==> config.mk <==
export PLATFORM = sky130hd
export DESIGN_NAME = l15_req_arbiter
export DESIGN_NICKNAME = d
export VERILOG_FILES = /design/src/rtl/l15_arb_pkg.sv /design/src/rtl/l15_rr_picker.sv /design/src/rtl/lzc.sv /design/src/rtl/l15_req_arbiter.sv
export SDC_FILE = /design/constraint.sdc
export NUM_CORES = 1
export LEC_CHECK = 0
export ABC_AREA = 1
export BUFFER_PORTS_ARGS = -buffer_cell sky130_fd_sc_hd__buf_2
export CORE_AREA = 8 8 254 256
export CTS_CLUSTER_DIAMETER = 100
export DETAILED_ROUTE_END_ITERATION = 16
export DIE_AREA = 0 0 262 264
export GPL_ROUTABILITY_DRIVEN = 0
export PLACE_DENSITY_LB_ADDON = 0.1
export SETUP_SLACK_MARGIN = 0.02
export SYNTH_ARGS = -nofsm -noshare
export SYNTH_HDL_FRONTEND = slang
export SYNTH_SLANG_ARGS = --single-unit
==> constraint.sdc <==
create_clock -name clk_i -period 4 [get_ports clk_i]
set_input_delay 0.6 -clock clk_i [delete_from_list [all_inputs] [get_ports clk_i]]
set_output_delay 0.6 -clock clk_i [all_outputs]
set_load 0.01 [all_outputs]
==> src/rtl/l15_arb_pkg.sv <==
// Shared types and configuration for the L1.5 request arbiter.
// tag_entry_t and NumTags are sized from the package configuration below.
package l15_arb_pkg;

    localparam int unsigned NumReqDef      = 2;
    localparam int unsigned TidWidthDef    = 2;
    localparam int unsigned ReqTidWidthDef = 1;
    localparam int unsigned NumTags        = 2 ** TidWidthDef;

    function automatic int unsigned idx_width(input int unsigned n);
        return (n > 1) ? $clog2(n) : 1;
    endfunction

    localparam int unsigned OwnerWidth = idx_width(NumReqDef);

    typedef struct packed {
        logic                      valid;
        logic [OwnerWidth-1:0]     owner;
        logic [ReqTidWidthDef-1:0] local_tid;
    } tag_entry_t;

    typedef enum logic {
        S_IDLE = 1'b0,
        S_HOLD = 1'b1
    } req_state_e;

endpackage

==> src/rtl/l15_rr_picker.sv <==
// Round-robin picker: first requester at or after ptr_i, wrapping around.
module l15_rr_picker
    import l15_arb_pkg::*;
#(
    parameter int unsigned NumReq   = NumReqDef,
    parameter int unsigned IdxWidth = idx_width(NumReq)
) (
    input  logic [NumReq-1:0]   req_i,
    input  logic [IdxWidth-1:0] ptr_i,
    output logic [NumReq-1:0]   gnt_o,
    output logic [IdxWidth-1:0] idx_o,
    output logic                any_o
);

    logic [NumReq-1:0] req_rot;
    int                pos;

    // Bit k of req_rot is requester (ptr_i + k) mod NumReq.
    assign req_rot = NumReq'({req_i, req_i} >> ptr_i);

    always_comb begin
        idx_o = '0;
        any_o = 1'b0;
        pos   = 0;
        for (int k = NumReq - 1; k >= 0; k--) begin
            if (req_rot[k]) begin
                any_o = 1'b1;
                pos   = int'(ptr_i) + k;
                if (pos >= int'(NumReq)) pos = pos - int'(NumReq);
                idx_o = IdxWidth'(pos);
            end
        end
        gnt_o = any_o ? (NumReq'(1) << idx_o) : '0;
    end

endmodule

==> src/rtl/lzc.sv <==
// Leading/trailing zero counter (MODE=0: trailing zeros, i.e. index of lowest set bit).
module lzc #(
    parameter int unsigned WIDTH     = 4,
    parameter bit          MODE      = 1'b0,
    parameter int unsigned CNT_WIDTH = (WIDTH > 1) ? $clog2(WIDTH) : 1
) (
    input  logic [WIDTH-1:0]     in_i,
    output logic [CNT_WIDTH-1:0] cnt_o,
    output logic                 empty_o
);

    always_comb begin
        cnt_o = '0;
        if (!MODE) begin
            for (int i = WIDTH - 1; i >= 0; i--) begin
                if (in_i[i]) cnt_o = CNT_WIDTH'(i);
            end
        end else begin
            for (int i = 0; i < WIDTH; i++) begin
                if (in_i[i]) cnt_o = CNT_WIDTH'(WIDTH - 1 - i);
            end
        end
        empty_o = ~|in_i;
    end

endmodule

==> src/rtl/l15_req_arbiter.sv <==
// Shares one L1.5 request/return port between NumReq requesters: round-robin
// grant, L15 tag allocation, and return routing via an outstanding-tag table.
module l15_req_arbiter
    import l15_arb_pkg::*;
#(
    parameter int unsigned NumReq       = NumReqDef,
    parameter int unsigned PayloadWidth = 128,
    parameter int unsigned RtrnWidth    = 128,
    parameter int unsigned TidWidth     = TidWidthDef,
    parameter int unsigned ReqTidWidth  = ReqTidWidthDef
) (
    input  logic                           clk_i,
    input  logic                           reset_l,
    input  logic [NumReq-1:0]              req_val_i,
    input  logic [NumReq*PayloadWidth-1:0] req_payload_i,
    input  logic [NumReq*ReqTidWidth-1:0]  req_tid_i,
    output logic [NumReq-1:0]              req_ack_o,
    output logic                           l15_val_o,
    output logic [PayloadWidth-1:0]        l15_payload_o,
    output logic [TidWidth-1:0]            l15_tid_o,
    input  logic                           l15_header_ack_i,
    input  logic                           l15_rtrn_val_i,
    input  logic                           l15_rtrn_unsol_i,
    input  logic [TidWidth-1:0]            l15_rtrn_tid_i,
    input  logic [RtrnWidth-1:0]           l15_rtrn_payload_i,
    output logic                           l15_rtrn_ack_o,
    output logic [NumReq-1:0]              rtrn_val_o,
    output logic [ReqTidWidth-1:0]         rtrn_tid_o,
    output logic [RtrnWidth-1:0]           rtrn_payload_o,
    input  logic [NumReq-1:0]              rtrn_ack_i,
    output logic                           busy_o,
    output logic                           err_o
);

    // Handshakes: a requester holds req_val_i/payload/tid until req_ack_o pulses;
    // l15_val_o holds payload/tid until l15_header_ack_i; a return is consumed
    // in the cycle l15_rtrn_val_i and l15_rtrn_ack_o are both high.

    req_state_e               state_q, state_d;
    tag_entry_t               table_q [NumTags];
    logic [OwnerWidth-1:0]    rr_ptr_q, pick_idx;
    logic [NumReq-1:0]        pick_gnt;
    logic                     pick_any;
    logic [NumTags-1:0]       free_vec;
    logic                     any_valid;
    logic [TidWidth-1:0]      free_tag;
    logic                     no_free;
    logic                     grant;
    logic [PayloadWidth-1:0]  sel_payload, payload_q;
    logic [ReqTidWidth-1:0]   sel_tid;
    logic [TidWidth-1:0]      tid_q;
    logic                     err_q;
    tag_entry_t               rt_entry;
    logic                     rtrn_sol, rtrn_uns, rtrn_hit, rtrn_miss, rtrn_free;

    always_comb begin
        any_valid = 1'b0;
        for (int t = 0; t < NumTags; t++) begin
            free_vec[t] = ~table_q[t].valid;
            any_valid   = any_valid | table_q[t].valid;
        end
    end

    lzc #(
        .WIDTH (NumTags),
        .MODE  (1'b0)
    ) i_free_lzc (
        .in_i    (free_vec),
        .cnt_o   (free_tag),
        .empty_o (no_free)
    );

    l15_rr_picker #(
        .NumReq   (NumReq),
        .IdxWidth (OwnerWidth)
    ) i_rr_picker (
        .req_i (req_val_i),
        .ptr_i (rr_ptr_q),
        .gnt_o (pick_gnt),
        .idx_o (pick_idx),
        .any_o (pick_any)
    );

    // A new grant may replace the held request in the cycle it is accepted.
    assign grant = reset_l & pick_any & ~no_free &
                   ((state_q == S_IDLE) | l15_header_ack_i);
    assign req_ack_o = grant ? pick_gnt : '0;

    always_comb begin
        sel_payload = '0;
        sel_tid     = '0;
        for (int r = 0; r < NumReq; r++) begin
            if (pick_gnt[r]) begin
                sel_payload = req_payload_i[r*PayloadWidth +: PayloadWidth];
                sel_tid     = req_tid_i[r*ReqTidWidth +: ReqTidWidth];
            end
        end
    end

    always_comb begin
        state_d = state_q;
        case (state_q)
            S_IDLE:  if (grant) state_d = S_HOLD;
            S_HOLD:  if (l15_header_ack_i && !grant) state_d = S_IDLE;
            default: state_d = S_IDLE;
        endcase
    end

    assign rt_entry  = table_q[l15_rtrn_tid_i];
    assign rtrn_sol  = reset_l & l15_rtrn_val_i & ~l15_rtrn_unsol_i;
    assign rtrn_uns  = reset_l & l15_rtrn_val_i & l15_rtrn_unsol_i;
    assign rtrn_hit  = rtrn_sol & rt_entry.valid;
    assign rtrn_miss = rtrn_sol & ~rt_entry.valid;

    always_comb begin
        rtrn_val_o     = '0;
        rtrn_tid_o     = '0;
        l15_rtrn_ack_o = 1'b0;
        if (rtrn_hit) begin
            rtrn_val_o[rt_entry.owner] = 1'b1;
            rtrn_tid_o                 = rt_entry.local_tid;
            l15_rtrn_ack_o             = rtrn_ack_i[rt_entry.owner];
        end else if (rtrn_uns) begin
            rtrn_val_o[0]  = 1'b1;
            l15_rtrn_ack_o = rtrn_ack_i[0];
        end else if (rtrn_miss) begin
            // Unknown tag: swallow the return so L15 does not stall.
            l15_rtrn_ack_o = 1'b1;
        end
    end

    assign rtrn_free = rtrn_hit & l15_rtrn_ack_o;

    always_ff @(posedge clk_i or negedge reset_l) begin
        if (!reset_l) begin
            state_q   <= S_IDLE;
            payload_q <= '0;
            tid_q     <= '0;
            rr_ptr_q  <= '0;
            err_q     <= 1'b0;
            for (int t = 0; t < NumTags; t++) table_q[t] <= '0;
        end else begin
            state_q <= state_d;
            if (grant) begin
                payload_q         <= sel_payload;
                tid_q             <= free_tag;
                rr_ptr_q          <= (pick_idx == OwnerWidth'(NumReq - 1)) ? '0 : pick_idx + 1'b1;
                table_q[free_tag] <= '{valid: 1'b1, owner: pick_idx, local_tid: sel_tid};
            end
            if (rtrn_free) table_q[l15_rtrn_tid_i].valid <= 1'b0;
            if (rtrn_miss) err_q <= 1'b1;
        end
    end

    assign l15_val_o      = (state_q == S_HOLD);
    assign l15_payload_o  = payload_q;
    assign l15_tid_o      = tid_q;
    assign rtrn_payload_o = reset_l ? l15_rtrn_payload_i : '0;
    assign busy_o         = l15_val_o | any_valid;
    assign err_o          = err_q;

endmodule

==> results.md <==
- R2R cell count: 8
- Clk_lat worst skew: 0.48 ns
- Worst Path Arrival: around 2.0 ns
- Period utilization: about 64%
- Placed Instance Area: about 12000 µm²
- # fillers: 6985
- Syn-to-layout area delta: 62.6%
- Synth warnings: 0
- Vias: 9085
- Crit path max-delay cell type: dfrtp_1
- Syn avg cell area: between 6 and 7 µm²
- CP cell instances: inv_2 > nand2_1 > nand2_1 > inv_1 > nor2_4 > buf_2
- Setup TNS: 0 ns
- R2R Path Start: rr_ptr_q$_DFFE_PN0N_
- Status: complete, no violations
- Drt drc: 0
- Max cap viols: 0
- Vias in the first global route: 9374
- Crit. End Element: primary output
- First-pass GRT wire length: 61500 µm
- Fin nets: between 2000 and 2500
- Min-delay worst type: in2async
- Unrepaired setup endpoints after global routing: no
- Final Max Tran Viols: 0
- H-tree level count: 4
- Total Routing Usage GR: a little under an eighth
- Cts repair resizes: 0
- Die width: 262 µm
- Hold_buf cts: 0
- Crit Reg-Reg Endpoint: l15_payload_o[71]$_DFFE_PN0N_
- # setup viols final: 0
- Root buffer cell: clkbuf_16
- Finished Cell Area: roughly 12000 µm²
- Placed Cells: around 2500
- Worst EP required: roughly 3.4 ns
- Sink Count: ~150
- IO Pins: about 660
- Initial Util: 12.4%
- Longest Clk Path Bufs: 2
- DRT iter0 DRCs: between 300 and 400
- Layout cells sized above 1: roughly 40%
- Die area: approximately 70000 µm²
- I/O Buffers: ~660
- DP HPWL: between 30000 and 40000 µm
- Bufs and invs on worst path: 3
- FP Rows: 91
- Total wire length: 43000 µm
- Fin Clk Skew: 0.0159 ns
- Slew margin rel.: approximately 39%
- Largest net degree at the start of global routing: 120
- Chip height: 264 µm
- Fin. Hold Viols: 0
- Antenna Nets Post-Route: 0
- Antenna violations before repair: 8
- Critical Path Max Stage Delay: 0.37 ns
- Worst-path clk slew: about 0.07 ns
- Setup crit start kind: flop
- CP Max Fanout: 11
- Netlist cell types: 22
- Total CTS buffers: 17
- Synth Cell Area: ~7500 µm²
- Total leakage power: around 7.6 nW
- Gate Count Post-Synth: between 1000 and 1500
- Register area share after synthesis: between 40% and 50%
- Pwr/cell area: 595 nW/µm²
- Fmax: approximately 0.39 GHz
- Wire per inst: 17.0 µm
- R2R Setup Slk: roughly 1.8 ns
- Grt ovf: 0
- Synthesized Nets: ~1500
- CTS tree: done
- Synth Register Bits: between 100 and 150
- Top Family by Delay on Critical Path: simple AND/OR/NAND/NOR gates
- Worst slew pin tran: approximately 0.91 ns
- Worst path depth: 6
- Maximum VDD drop: roughly 280 µV
- Final min period: around 2.6 ns
- Most frequent CP cell: nand2_1
- Drt pass-1 iters: 5
- Drt via density: about 3.6
- Crit Path Category: reg2out
- Post-CTS Setup Bufs: 0
- Core Box Area: slightly above 60000 µm²
- Fin cells: approximately 2500
[sequential cells by signal, summed over array words and instances, names as in the netlist, named ones only]
register	count
table_q	4
l15_val_o	1
l15_tid_o	2
err_o	1
l15_payload_o	128
rr_ptr_q	1
[routing by layer]
layer	track usage [%]	vias up	routed length [µm]
li1	-	4546	-
met1	12.1	4083	15700
met2	22.0	408	22500
met3	5.00	42	3980
met4	3.83	6	767
met5	0	-	41
[power by group]
group / switching, W / total [W] / internal [W]
Sequential: 0.000372 / 0.00252 / 0.00215
Combinational: 0.00189 / 0.00307 / 0.00117
Clock: 0.000759 / 0.00170 / 0.000942
[kinds of logic (layout without fill, tap and decap cells)]
group	Yosys count	count (layout)	share of synthesized area (%)
buf+inv	211	854	11.9
other cells	0	4	0
flops	145	145	48.1
simple gates	717	717	38.5
compound gates	21	21	1.49
[final cells by class]
type                            instances  area (µm²)  area share [%]
Antenna cell                            4        10.0          0.0817
Clock buffer                           18         439            3.58
Clock inverter                         13         151            1.24
Inverter                              152         571            4.66
Sequential cell                       145        3630            29.6
Multi-Input combinational cell        738        3030            24.7
Timing Repair Buffer                  671        3440            28.1
Tap cell                              790         988            8.07
[synth_stat cells]
cell type,number,area share [%]
inv_1,150,7.5
clkbuf_1,15,0.75
inv_2,2,0.10
nand3_2,1,0.13
nor2_4,1,0.15
a21oi_1,3,0.20
o21ai_1,1,0.066
dfrtp_1,145,48
o22ai_1,1,0.083
nor2_1,9,0.45
nor3_1,1,0.066
o21bai_1,1,0.10
buf_2,24,1.6
o21ai_0,13,0.86
a22oi_1,1,0.10
nor3_2,1,0.13
nor2_2,3,0.25
a31oi_1,1,0.083
nand2_1,560,28
nand4_1,2,0.17
buf_4,20,2.0
nand3_1,139,9.2
[cell usage in the layout, fill, tap and decap left out]
master,Yosys,final
o21ai_0,13,13
o21ai_1,1,1
o22ai_1,1,1
diode_2,0,4
buf_8,0,1
clkinv_2,0,1
nand4_1,2,2
nor2_4,1,3
inv_2,2,2
clkbuf_8,0,1
o21bai_1,1,1
a21oi_1,3,3
nand3_1,139,139
a22oi_1,1,1
nor3_2,1,1
clkinvlp_4,0,3
nor3_1,1,1
a31oi_1,1,1
clkinv_4,0,3
clkbuf_16,0,17
nor2_2,3,1
dfrtp_1,145,145
bufinv_16,0,2
buf_4,20,4
nor2_1,9,9
inv_1,150,150
buf_2,24,662
inv_8,0,1
nand3_4,0,1
buf_12,0,4
nand2_1,560,560
inv_6,0,3
[worst max path at each step]
stage | startpoint | to | slack (ns)
after floorplan | l15_rtrn_tid_i[0] | rtrn_tid_o | 1.86
after global placement | reset_l | l15_payload_o[73]$_DFFE_PN0N_ | 1.32
after detailed placement | reset_l | l15_payload_o[71]$_DFFE_PN0N_ | 1.30
after CTS | rr_ptr_q$_DFFE_PN0N_ | req_ack_o[0] | 1.33
after global routing | reset_l | rtrn_tid_o | 1.20
final | rr_ptr_q$_DFFE_PN0N_ | req_ack_o[0] | 1.44
[per-stage QoR]
| stage | utilization [%] | hold WS [ns] | total power [W] | setup slack, ns |
|---|---|---|---|---|
| floorplan | - | 0.304 | 0.00416 | 1.86 |
| global placement | 19.2 | 0.449 | 0.00573 | 1.32 |
| detailed placement | 19.2 | 0.454 | 0.00571 | 1.30 |
| CTS | 20.1 | 0.0223 | 0.00751 | 1.33 |
| global route | 20.2 | 0.0524 | 0.00791 | 1.20 |
| finish | 20.2 | 0.0452 | 0.00729 | 1.44 |
[worst reg2reg max path, cell delays in order, from the launching register on]
cell and delay (ns):
dfrtp_1 0.37, inv_2 0.06, nand2_1 0.04, nand2_1 0.28, inv_1 0.15, nor2_4 0.35
buf_12 0.39, nand2_1 0.41, nand3_1 0.10
Power figures use the tool's default switching activity.
